===== config.mk =====
export PLATFORM = sky130hd
export DESIGN_NAME = wb_cp0_regs_flat
export DESIGN_NICKNAME = d
export VERILOG_FILES = /design/src/rtl/wb_cp0_regs_if.sv /design/src/rtl/wb_cp0_regs.sv /design/src/flat_wrapper.sv
export SDC_FILE = /design/constraint.sdc
export NUM_CORES = 1
export LEC_CHECK = 0
export BUFFER_PORTS_ARGS = -buffer_cell sky130_fd_sc_hd__buf_4
export CORE_MARGIN = 1
export CORE_UTILIZATION = 50
export CTS_CLUSTER_SIZE = 12
export DETAILED_ROUTE_END_ITERATION = 12
export PLACE_DENSITY_LB_ADDON = 0.1
export SYNTH_ARGS = -nofsm -noshare
export SYNTH_HDL_FRONTEND = slang
export SYNTH_SLANG_ARGS = --single-unit

===== constraint.sdc =====
create_clock -name clk -period 4.3 [get_ports clk]
set_input_delay 0.215 -clock clk [delete_from_list [all_inputs] [get_ports clk]]
set_output_delay 0.215 -clock clk [all_outputs]
set_load 0.02 [all_outputs]

===== src/rtl/wb_cp0_regs_if.sv =====
// Writeback-stage CP0 write path: the registered mtc0 write leaving writeback.
// The master drives the write; the CP0 register bank is the slave.
interface wb_cp0_regs_if;
    logic        wb_cp0_reg_we;
    logic [4:0]  wb_cp0_reg_write_addr;
    logic [31:0] wb_cp0_reg_data;

    modport master (
        output wb_cp0_reg_we,
        output wb_cp0_reg_write_addr,
        output wb_cp0_reg_data
    );

    modport slave (
        input wb_cp0_reg_we,
        input wb_cp0_reg_write_addr,
        input wb_cp0_reg_data
    );
endinterface


===== src/rtl/wb_cp0_regs.sv =====
// CP0 register bank: commits writeback mtc0 writes, serves bypassed mfc0 reads,
// records exceptions/ERET and, with CP0_TIMER_EN defined, runs the Count/Compare timer.
module wb_cp0_regs #(
    parameter logic [31:0] PRID_VALUE   = 32'h0000_4220,
    parameter logic [31:0] CONFIG_VALUE = 32'h0000_8000
) (
    input  logic                clk,
    input  logic                rst,
    wb_cp0_regs_if.slave        wb,
    input  logic [4:0]          raddr_i,
    output logic [31:0]         rdata_o,
    input  logic [5:0]          int_i,
    input  logic                exc_valid_i,
    input  logic [4:0]          exc_code_i,
    input  logic                exc_eret_i,
    input  logic [31:0]         exc_pc_i,
    input  logic                exc_in_delayslot_i,
    input  logic [31:0]         exc_badaddr_i,
    output logic [31:0]         status_o,
    output logic [31:0]         cause_o,
    output logic [31:0]         epc_o,
    output logic                timer_int_o
);

    localparam logic [4:0] ADDR_BADVADDR = 5'd8;
    localparam logic [4:0] ADDR_COUNT    = 5'd9;
    localparam logic [4:0] ADDR_COMPARE  = 5'd11;
    localparam logic [4:0] ADDR_STATUS   = 5'd12;
    localparam logic [4:0] ADDR_CAUSE    = 5'd13;
    localparam logic [4:0] ADDR_EPC      = 5'd14;
    localparam logic [4:0] ADDR_PRID     = 5'd15;
    localparam logic [4:0] ADDR_CONFIG   = 5'd16;

    localparam logic [31:0] STATUS_WMASK = 32'h0000_FF03;
    localparam logic [31:0] STATUS_BEV   = 32'h0040_0000;
    localparam logic [31:0] CAUSE_WMASK  = 32'h0000_0300;

    logic [31:0] badvaddr_q, status_q, cause_q, epc_q;
    logic [31:0] badvaddr_d, status_d, cause_d, epc_d;
    logic [31:0] status_pw, cause_pw, epc_pw;
    logic [31:0] count_q, compare_q, count_pw, compare_pw;
    logic        timer_q;
    logic        wr_status, wr_cause, wr_epc;

    assign wr_status = wb.wb_cp0_reg_we && (wb.wb_cp0_reg_write_addr == ADDR_STATUS);
    assign wr_cause  = wb.wb_cp0_reg_we && (wb.wb_cp0_reg_write_addr == ADDR_CAUSE);
    assign wr_epc    = wb.wb_cp0_reg_we && (wb.wb_cp0_reg_write_addr == ADDR_EPC);

    // "_pw" = register contents with this cycle's writeback write merged in.
    // They feed both the read bypass and the exception update, which layers on top.
    assign status_pw = wr_status ? ((status_q & ~STATUS_WMASK) | (wb.wb_cp0_reg_data & STATUS_WMASK) | STATUS_BEV)
                                 : status_q;
    assign cause_pw  = wr_cause  ? ((cause_q & ~CAUSE_WMASK) | (wb.wb_cp0_reg_data & CAUSE_WMASK))
                                 : cause_q;
    assign epc_pw    = wr_epc    ? wb.wb_cp0_reg_data : epc_q;

`ifdef CP0_TIMER_EN
    logic wr_count, wr_compare, phase_q;

    assign wr_count   = wb.wb_cp0_reg_we && (wb.wb_cp0_reg_write_addr == ADDR_COUNT);
    assign wr_compare = wb.wb_cp0_reg_we && (wb.wb_cp0_reg_write_addr == ADDR_COMPARE);
    assign count_pw   = wr_count   ? wb.wb_cp0_reg_data : count_q;
    assign compare_pw = wr_compare ? wb.wb_cp0_reg_data : compare_q;

    always_ff @(posedge clk) begin
        if (rst) begin
            count_q   <= '0;
            compare_q <= '0;
            phase_q   <= 1'b0;
            timer_q   <= 1'b0;
        end else begin
            // A Count write overrides any increment and restarts the tick phase.
            if (wr_count) begin
                count_q <= wb.wb_cp0_reg_data;
                phase_q <= 1'b0;
            end else begin
                phase_q <= ~phase_q;
                if (phase_q) count_q <= count_q + 32'd1;
            end
            if (wr_compare) compare_q <= wb.wb_cp0_reg_data;
            if (wr_compare)
                timer_q <= 1'b0;
            else if ((compare_q != '0) && (count_q == compare_q))
                timer_q <= 1'b1;
        end
    end
`else
    assign count_q    = '0;
    assign compare_q  = '0;
    assign count_pw   = '0;
    assign compare_pw = '0;
    assign timer_q    = 1'b0;
`endif

    always_comb begin
        rdata_o = '0;
        case (raddr_i)
            ADDR_BADVADDR: rdata_o = badvaddr_q;
            ADDR_COUNT:    rdata_o = count_pw;
            ADDR_COMPARE:  rdata_o = compare_pw;
            ADDR_STATUS:   rdata_o = status_pw;
            ADDR_CAUSE:    rdata_o = cause_pw;
            ADDR_EPC:      rdata_o = epc_pw;
            ADDR_PRID:     rdata_o = PRID_VALUE;
            ADDR_CONFIG:   rdata_o = CONFIG_VALUE;
            default:       rdata_o = '0;
        endcase
    end

    always_comb begin
        status_d   = status_pw;
        cause_d    = cause_pw;
        epc_d      = epc_pw;
        badvaddr_d = badvaddr_q;
        cause_d[15:10] = {int_i[5] | timer_q, int_i[4:0]};
        // EPC/BD are only captured when not already in exception level,
        // judged after the older mtc0 has taken effect.
        if (exc_valid_i) begin
            if (!status_pw[1]) begin
                epc_d       = exc_in_delayslot_i ? (exc_pc_i - 32'd4) : exc_pc_i;
                cause_d[31] = exc_in_delayslot_i;
            end
            status_d[1]   = 1'b1;
            cause_d[6:2]  = exc_code_i;
            if ((exc_code_i == 5'd4) || (exc_code_i == 5'd5))
                badvaddr_d = exc_badaddr_i;
        end else if (exc_eret_i) begin
            status_d[1] = 1'b0;
        end
    end

    always_ff @(posedge clk) begin
        if (rst) begin
            status_q   <= STATUS_BEV;
            cause_q    <= '0;
            epc_q      <= '0;
            badvaddr_q <= '0;
        end else begin
            status_q   <= status_d;
            cause_q    <= cause_d;
            epc_q      <= epc_d;
            badvaddr_q <= badvaddr_d;
        end
    end

    assign status_o    = status_q;
    assign cause_o     = cause_q;
    assign epc_o       = epc_q;
    assign timer_int_o = timer_q;

endmodule


===== src/flat_wrapper.sv =====
// flat-port wrapper written by rule: the top's interface ports become plain ports
module wb_cp0_regs_flat 
#(
    parameter logic [31:0] PRID_VALUE   = 32'h0000_4220,
    parameter logic [31:0] CONFIG_VALUE = 32'h0000_8000
)
  (clk, rst, raddr_i, rdata_o, int_i, exc_valid_i, exc_code_i, exc_eret_i, exc_pc_i, exc_in_delayslot_i, exc_badaddr_i, status_o, cause_o, epc_o, timer_int_o, wb_wb_cp0_reg_we, wb_wb_cp0_reg_write_addr, wb_wb_cp0_reg_data);
  wb_cp0_regs_if wb_i ();
  input  logic clk;
  input  logic rst;
  input  logic [4:0] raddr_i;
  output logic [31:0] rdata_o;
  input  logic [5:0] int_i;
  input  logic exc_valid_i;
  input  logic [4:0] exc_code_i;
  input  logic exc_eret_i;
  input  logic [31:0] exc_pc_i;
  input  logic exc_in_delayslot_i;
  input  logic [31:0] exc_badaddr_i;
  output logic [31:0] status_o;
  output logic [31:0] cause_o;
  output logic [31:0] epc_o;
  output logic timer_int_o;
  input wire logic [$bits(wb_i.wb_cp0_reg_we)-1:0] wb_wb_cp0_reg_we;
  input wire logic [$bits(wb_i.wb_cp0_reg_write_addr)-1:0] wb_wb_cp0_reg_write_addr;
  input wire logic [$bits(wb_i.wb_cp0_reg_data)-1:0] wb_wb_cp0_reg_data;
  assign wb_i.wb_cp0_reg_we = wb_wb_cp0_reg_we;
  assign wb_i.wb_cp0_reg_write_addr = wb_wb_cp0_reg_write_addr;
  assign wb_i.wb_cp0_reg_data = wb_wb_cp0_reg_data;
  wb_cp0_regs #(.PRID_VALUE(PRID_VALUE), .CONFIG_VALUE(CONFIG_VALUE)) u_core (.clk(clk), .rst(rst), .wb(wb_i), .raddr_i(raddr_i), .rdata_o(rdata_o), .int_i(int_i), .exc_valid_i(exc_valid_i), .exc_code_i(exc_code_i), .exc_eret_i(exc_eret_i), .exc_pc_i(exc_pc_i), .exc_in_delayslot_i(exc_in_delayslot_i), .exc_badaddr_i(exc_badaddr_i), .status_o(status_o), .cause_o(cause_o), .epc_o(epc_o), .timer_int_o(timer_int_o));
endmodule

==> impl_metrics.toml, run 1 <==
[drt]
wl_per_cell_um = 19.6
avgViaCountPerCell = 6.07
drt-total-wl_mm = 18.7
drc = 0
drtAntennaViolNets = 0
drt_first_pass_iters = 5
drt_iter0_drc = 340
vias = 5776

[yosys]
synth-compound-area-share_pct = 26.9
synth_area_um2 = 5160
synth_flop_cell = "dfxtp_1"
synth_xor_area_share_pct = 1.87
synth_cell_type_count = 54
synth-simple-area-share_pct = 22.7
yosysSeqAreaShare_pct = 34.5
yosys_warnings = 0
synthAdderAreaFrac_pct = 0.242
synth_edf_count = 0
synthCells = 643
ys_seq_elements = 89
synth_top_family_by_area = "compound AO/OA/AOI/OAI gates"
synth_mux_area_share_pct = 3.49
synthArstFlopShare_pct = 0
postSynthAreaPerCell_um2 = 8.03

[floorplanning]
fp.dieW_um = 104
core_area_um2 = 9910
fp.dieArea_um2 = 10700
dieHeight_um = 104
ios = 252
initial_utilization_pct = 52.1
std_cell_rows = 36

[placed_design]
dp.cells = 936
numPortBuffers = 211
gp_congestion = 0.971
dp_hpwl_mm = 14.0

[cts]
clk_pin_slew_ns = 0.10
cts_root_buffer = "clkbuf_8"
cts_buffer_depth = 2
clk_latency_ns = 0.37
tritoncts = "done"
cts-htree-levels = 3
postCtsResizedCells = 0
post_cts_buffers = 0
cts_buffers = 9
clkSinkCount = 89
hold_buffers = 0

[sta]
setup_viol = 0
drv_slew = 0
relSlewSlack_pct = 23.3
hold_violations = 0
rsz0062_at_grt = "false"
final.min_clock_period_ns = 3.06
fmax_mhz = 327
fin_crit_sh_pct = 71.2
tightest_slew_ns = 1.15
final.setup.tns_ns = 0
skew_ns = 0.0151

[cells_and_area]
syn2layout_area_growth_pct = 31.3
drive_above_1_share_pct = 30.9
final_cell_mix = "218 x buf_4, 90 x nand2_1, 89 x dfxtp_1"
final_common_cell = "buf_4"
nFillCells = 882
final_util_pct = 68.4
stdcell_count = 952
antenna-diode-count = 0
fin_nets = 938
layout.area.seq_um2 = 1780
multi_input_area_um2 = 3010

[power_and_ir_drop]
switching_share_pct = 32.5
ir_drop_uv = 147
combPwrFrac_pct = 22.1
power_frac_clock_pct = 29.6
switchingPower_uw = 605
pwr-share-seq_pct = 48.3
power_density_nw_per_um2 = 275
p_int_uw = 1260
p_leak_uw = 0.00293

[setup_path]
cp.arrival_ns = 2.85
crit_buf_inv = 2
worst_setup_path_start_kind = "input port"
cp_slowest_stage_delay_ns = 0.85
critPathRequiredTime_ns = 4.09
path_delay_family = "simple AND/OR/NAND/NOR gates"
critPathSlowestCell = "nand2_2"
critPathCaptureType = "output port"
crit_fanout = 54
crit_chain = "buf_4, and4b_1, nand2_2, mux2i_1, o221ai_1, buf_4"
crit_top_cell = "buf_4"
path_class = "in2out"

[grt]
grt.total_usage_pct = 34.0
grt_overflow = 0
grt_pass1_wl_mm = 28.8
grt_max_degree = 90
antenna_found_initial = 0
grt_pass1_vias = 5508

[status]
status = "completed"

[job]
maxCapViolations = 0

[worst_hold_path]
hold_path.class = "in2reg"
==> worst paths after layout <==
kind	start	slack, ns	depth (start not counted)	end
min reg2reg	u_core.badvaddr_q[5]	0.46	2	u_core.badvaddr_q[5]
min	int_i[5]	0.06	2	u_core.cause_o[15]
max	wb_wb_cp0_reg_write_addr[4]	1.24	6	rdata_o[0]
max reg2reg	u_core.status_o[1]	2.62	3	u_core.epc_o[0]
==> through the flow <==
stage | setup slack [ns] | total power [uW] | hold WS [ns] | cell area, um2
2_1_floorplan | 2.16 | 1140 | 0.343 | 5310
3_3_place_gp | 1.40 | 1320 | 0.430 | 6610
3_5_place_dp | 1.34 | 1320 | 0.430 | 6610
4_1_cts | 1.33 | 1860 | 0.0512 | 6780
5_1_grt | 1.04 | 1920 | 0.0512 | 6780
6_report | 1.24 | 1860 | 0.0567 | 6780
==> cells in the mapped netlist (8+ instances only) <==
| master | n | area (um2) |
|---|---|---|
| dfxtp_1 | 89 | 1780 |
| o31ai_1 | 9 | 67.6 |
| mux2i_1 | 18 | 180 |
| clkbuf_1 | 54 | 203 |
| a22oi_1 | 10 | 75.1 |
| a21oi_1 | 59 | 295 |
| a311oi_1 | 16 | 140 |
| and3_1 | 30 | 188 |
| a221oi_1 | 24 | 210 |
| nand2_1 | 91 | 342 |
| buf_4 | 40 | 300 |
| o221ai_1 | 8 | 70.1 |
| o21ai_0 | 27 | 135 |
| nor2_1 | 22 | 82.6 |
| nor3_1 | 9 | 45.0 |
| or3_1 | 9 | 56.3 |
| nor2b_1 | 9 | 56.3 |
| a211oi_1 | 19 | 143 |
==> area by class of cell <==
type	count	share of cell area [%]
multi-input combinational	493	44.4
sequential	89	26.3
timing repair buffer	218	24.1
tap	133	2.45
clock buffer	10	1.88
clock inverter	6	0.738
inverter	3	0.166
==> metal layers <==
| metal | global-route usage, % | part of all wire, % | vias up |
|---|---|---|---|
| li1 | - | - | 2665 |
| met1 | 39.3 | 38 | 2716 |
| met5 | 0 | 0 | - |
| met2 | 58.1 | 49 | 335 |
| met3 | 5.92 | 8.0 | 60 |
| met4 | 21.6 | 5.9 | 0 |
==> state kept, by name, summed over array words and instances (netlist names) <==
register           cells
u_core.badvaddr_q     32
u_core.status_o       11
u_core.cause_o        14
u_core.epc_o          32
==> cells by family (layout without fill, tap and decap cells) <==
family / Yosys count / after routing
buffers and inverters: 100 / 237
AOI/OAI and AO/OA: 202 / 202
muxes: 18 / 18
DFF: 89 / 89
adders and majority gates: 1 / 1
xor gates and xnor gates: 11 / 11
other: 1 / 40
and+or+nand+nor: 221 / 221
==> power groups by stage <==
stage               Clock [uW]  Sequential [uW]  Combinational [uW]
floorplan                    0              940                 200
global placement             0              918                 404
detailed placement           0              916                 407
CTS                        550              898                 408
global route               583              902                 438
finish                     551              900                 412
Power figures use the tool's default switching activity.
==> inputs of run 2 (changes only) <==
Settings changed: CORE_UTILIZATION 50 to 42.
Clock period 4.3 ns to 2.5 ns, I/O delays scaled along.
==> run 2 against run 1 <==
  * Clock power increased by 130%
  * Critical endpoint is now rdata_o[15]
  * Register-to-register slack got worse by 1.7 ns
  * Highest routed layer unchanged
  * Utilization down 10 points
  * Flip-flop and latch count did not move
==> impl_metrics.toml, run 2 (synthesis gave the netlist of run 1 again) <==
[setup_path]
path_class = "in2out"
crit_fanout = 18
critPathRequiredTime_ns = 2.38
critPathSlowestCell = "and4b_1"
critPathCaptureType = "output port"
path_delay_family = "simple AND/OR/NAND/NOR gates"
crit_chain = "buf_4, and4b_1, nand2_1, mux2i_1, o221ai_1, buf_4"
cp.arrival_ns = 2.15
crit_top_cell = "buf_4"
cp_slowest_stage_delay_ns = 0.69
crit_buf_inv = 2
worst_setup_path_start_kind = "input port"

[cells_and_area]
final_cell_mix = "226 x buf_4, 90 x nand2_1, 89 x dfxtp_1"
drive_above_1_share_pct = 31.5
antenna-diode-count = 0
syn2layout_area_growth_pct = 35.8
stdcell_count = 979
fin_nets = 951
final_common_cell = "buf_4"

[status]
status = "completed"

[power_and_ir_drop]
power_density_nw_per_um2 = 503
finalPower_uw = 3530
p_leak_uw = 0.00303
ir_drop_uv = 259

[sta]
final.min_clock_period_ns = 2.27
skew_ns = 0.00371
final.setup.tns_ns = 0
fmax_mhz = 440
setup_viol = 0
rsz0062_at_grt = "false"
drv_slew = 0
fin_crit_sh_pct = 90.9
hold_violations = 0
relSlewSlack_pct = 38.5
tightest_slew_ns = 0.922

[drt]
avgViaCountPerCell = 5.72
vias = 5599
drt_first_pass_iters = 5
drt-total-wl_mm = 17.9
wl_per_cell_um = 18.3
drc = 0
drt_iter0_drc = 429
drtAntennaViolNets = 0

[floorplanning]
initial_utilization_pct = 43.0
ios = 252
std_cell_rows = 40
core_area_um2 = 12000
dieHeight_um = 113
fp.dieW_um = 113
fp.dieArea_um2 = 12700

[cts]
clkSinkCount = 89
clk_latency_ns = 0.34
cts_buffer_depth = 2
tritoncts = "done"
clk_pin_slew_ns = 0.07
cts-htree-levels = 3
cts_buffers = 9
cts_root_buffer = "clkbuf_16"
post_cts_buffers = 0

[grt]
grt_max_degree = 90
grt_pass1_vias = 5241
grt.total_usage_pct = 27.6
grt_pass1_wl_mm = 27.2
grt_overflow = 0
antenna_found_initial = 0

[placed_design]
dp_hpwl_mm = 13.6
dp.cells = 958
gp_congestion = 0.939
numPortBuffers = 211

[job]
maxCapViolations = 0

[worst_hold_path]
hold_path.class = "in2reg"
[run 2: timing repair]
action                                 in CTS  in global routing
hold buffers                                5                  0
endpoints found under the hold margin       5                  0
resized for setup                           0                  0
[run 2: final timing paths]
check                           slack [ns]                         from                     to  depth (start not counted)
worst max-delay path                  0.23  wb_wb_cp0_reg_write_addr[4]            rdata_o[15]                          6
worst min-delay path                 0.003                     int_i[1]     u_core.cause_o[11]                          2
worst max register to register        0.91           u_core.status_o[1]        u_core.epc_o[6]                          3
worst min register to register        0.46        u_core.badvaddr_q[19]  u_core.badvaddr_q[19]                          2
[run 2: layout make-up]
type	count	area [um2]
Clock inverter	7	53.8
Clock buffer	9	225
Sequential cell	89	1780
Timing Repair Buffer	231	1750
Fill cell	1158	5000
Multi-Input combinational cell	493	3010
Tap cell	147	184
Inverter	3	11.3
[run 2: report_power, final]
group          total [uW]  internal [uW]  leakage, uW  switching (uW)
Combinational         721            317      0.00217             404
Clock                1270            680     0.000128             593
Sequential           1530           1480     0.000728            53.9
[run 2: through the flow]
step	utilization, %	area, um2	setup slack [ns]	hold slack, ns
floorplan	-	5310	0.537	0.253
global placement	55.6	6680	0.384	0.339
detailed placement	55.6	6680	0.316	0.340
CTS	58.4	7010	0.320	0.00317
global route	58.4	7010	0.145	0.0269
finish	58.4	7010	0.228	0.00261
[run 2: routing by layer]
metal	routed length, um	global-route usage (%)	up-vias
met3	1250	5.52	33
met1	7350	33.5	2621
met5	0	0	-
met4	564	11.4	0
met2	8780	47.8	262
li1	-	-	2683
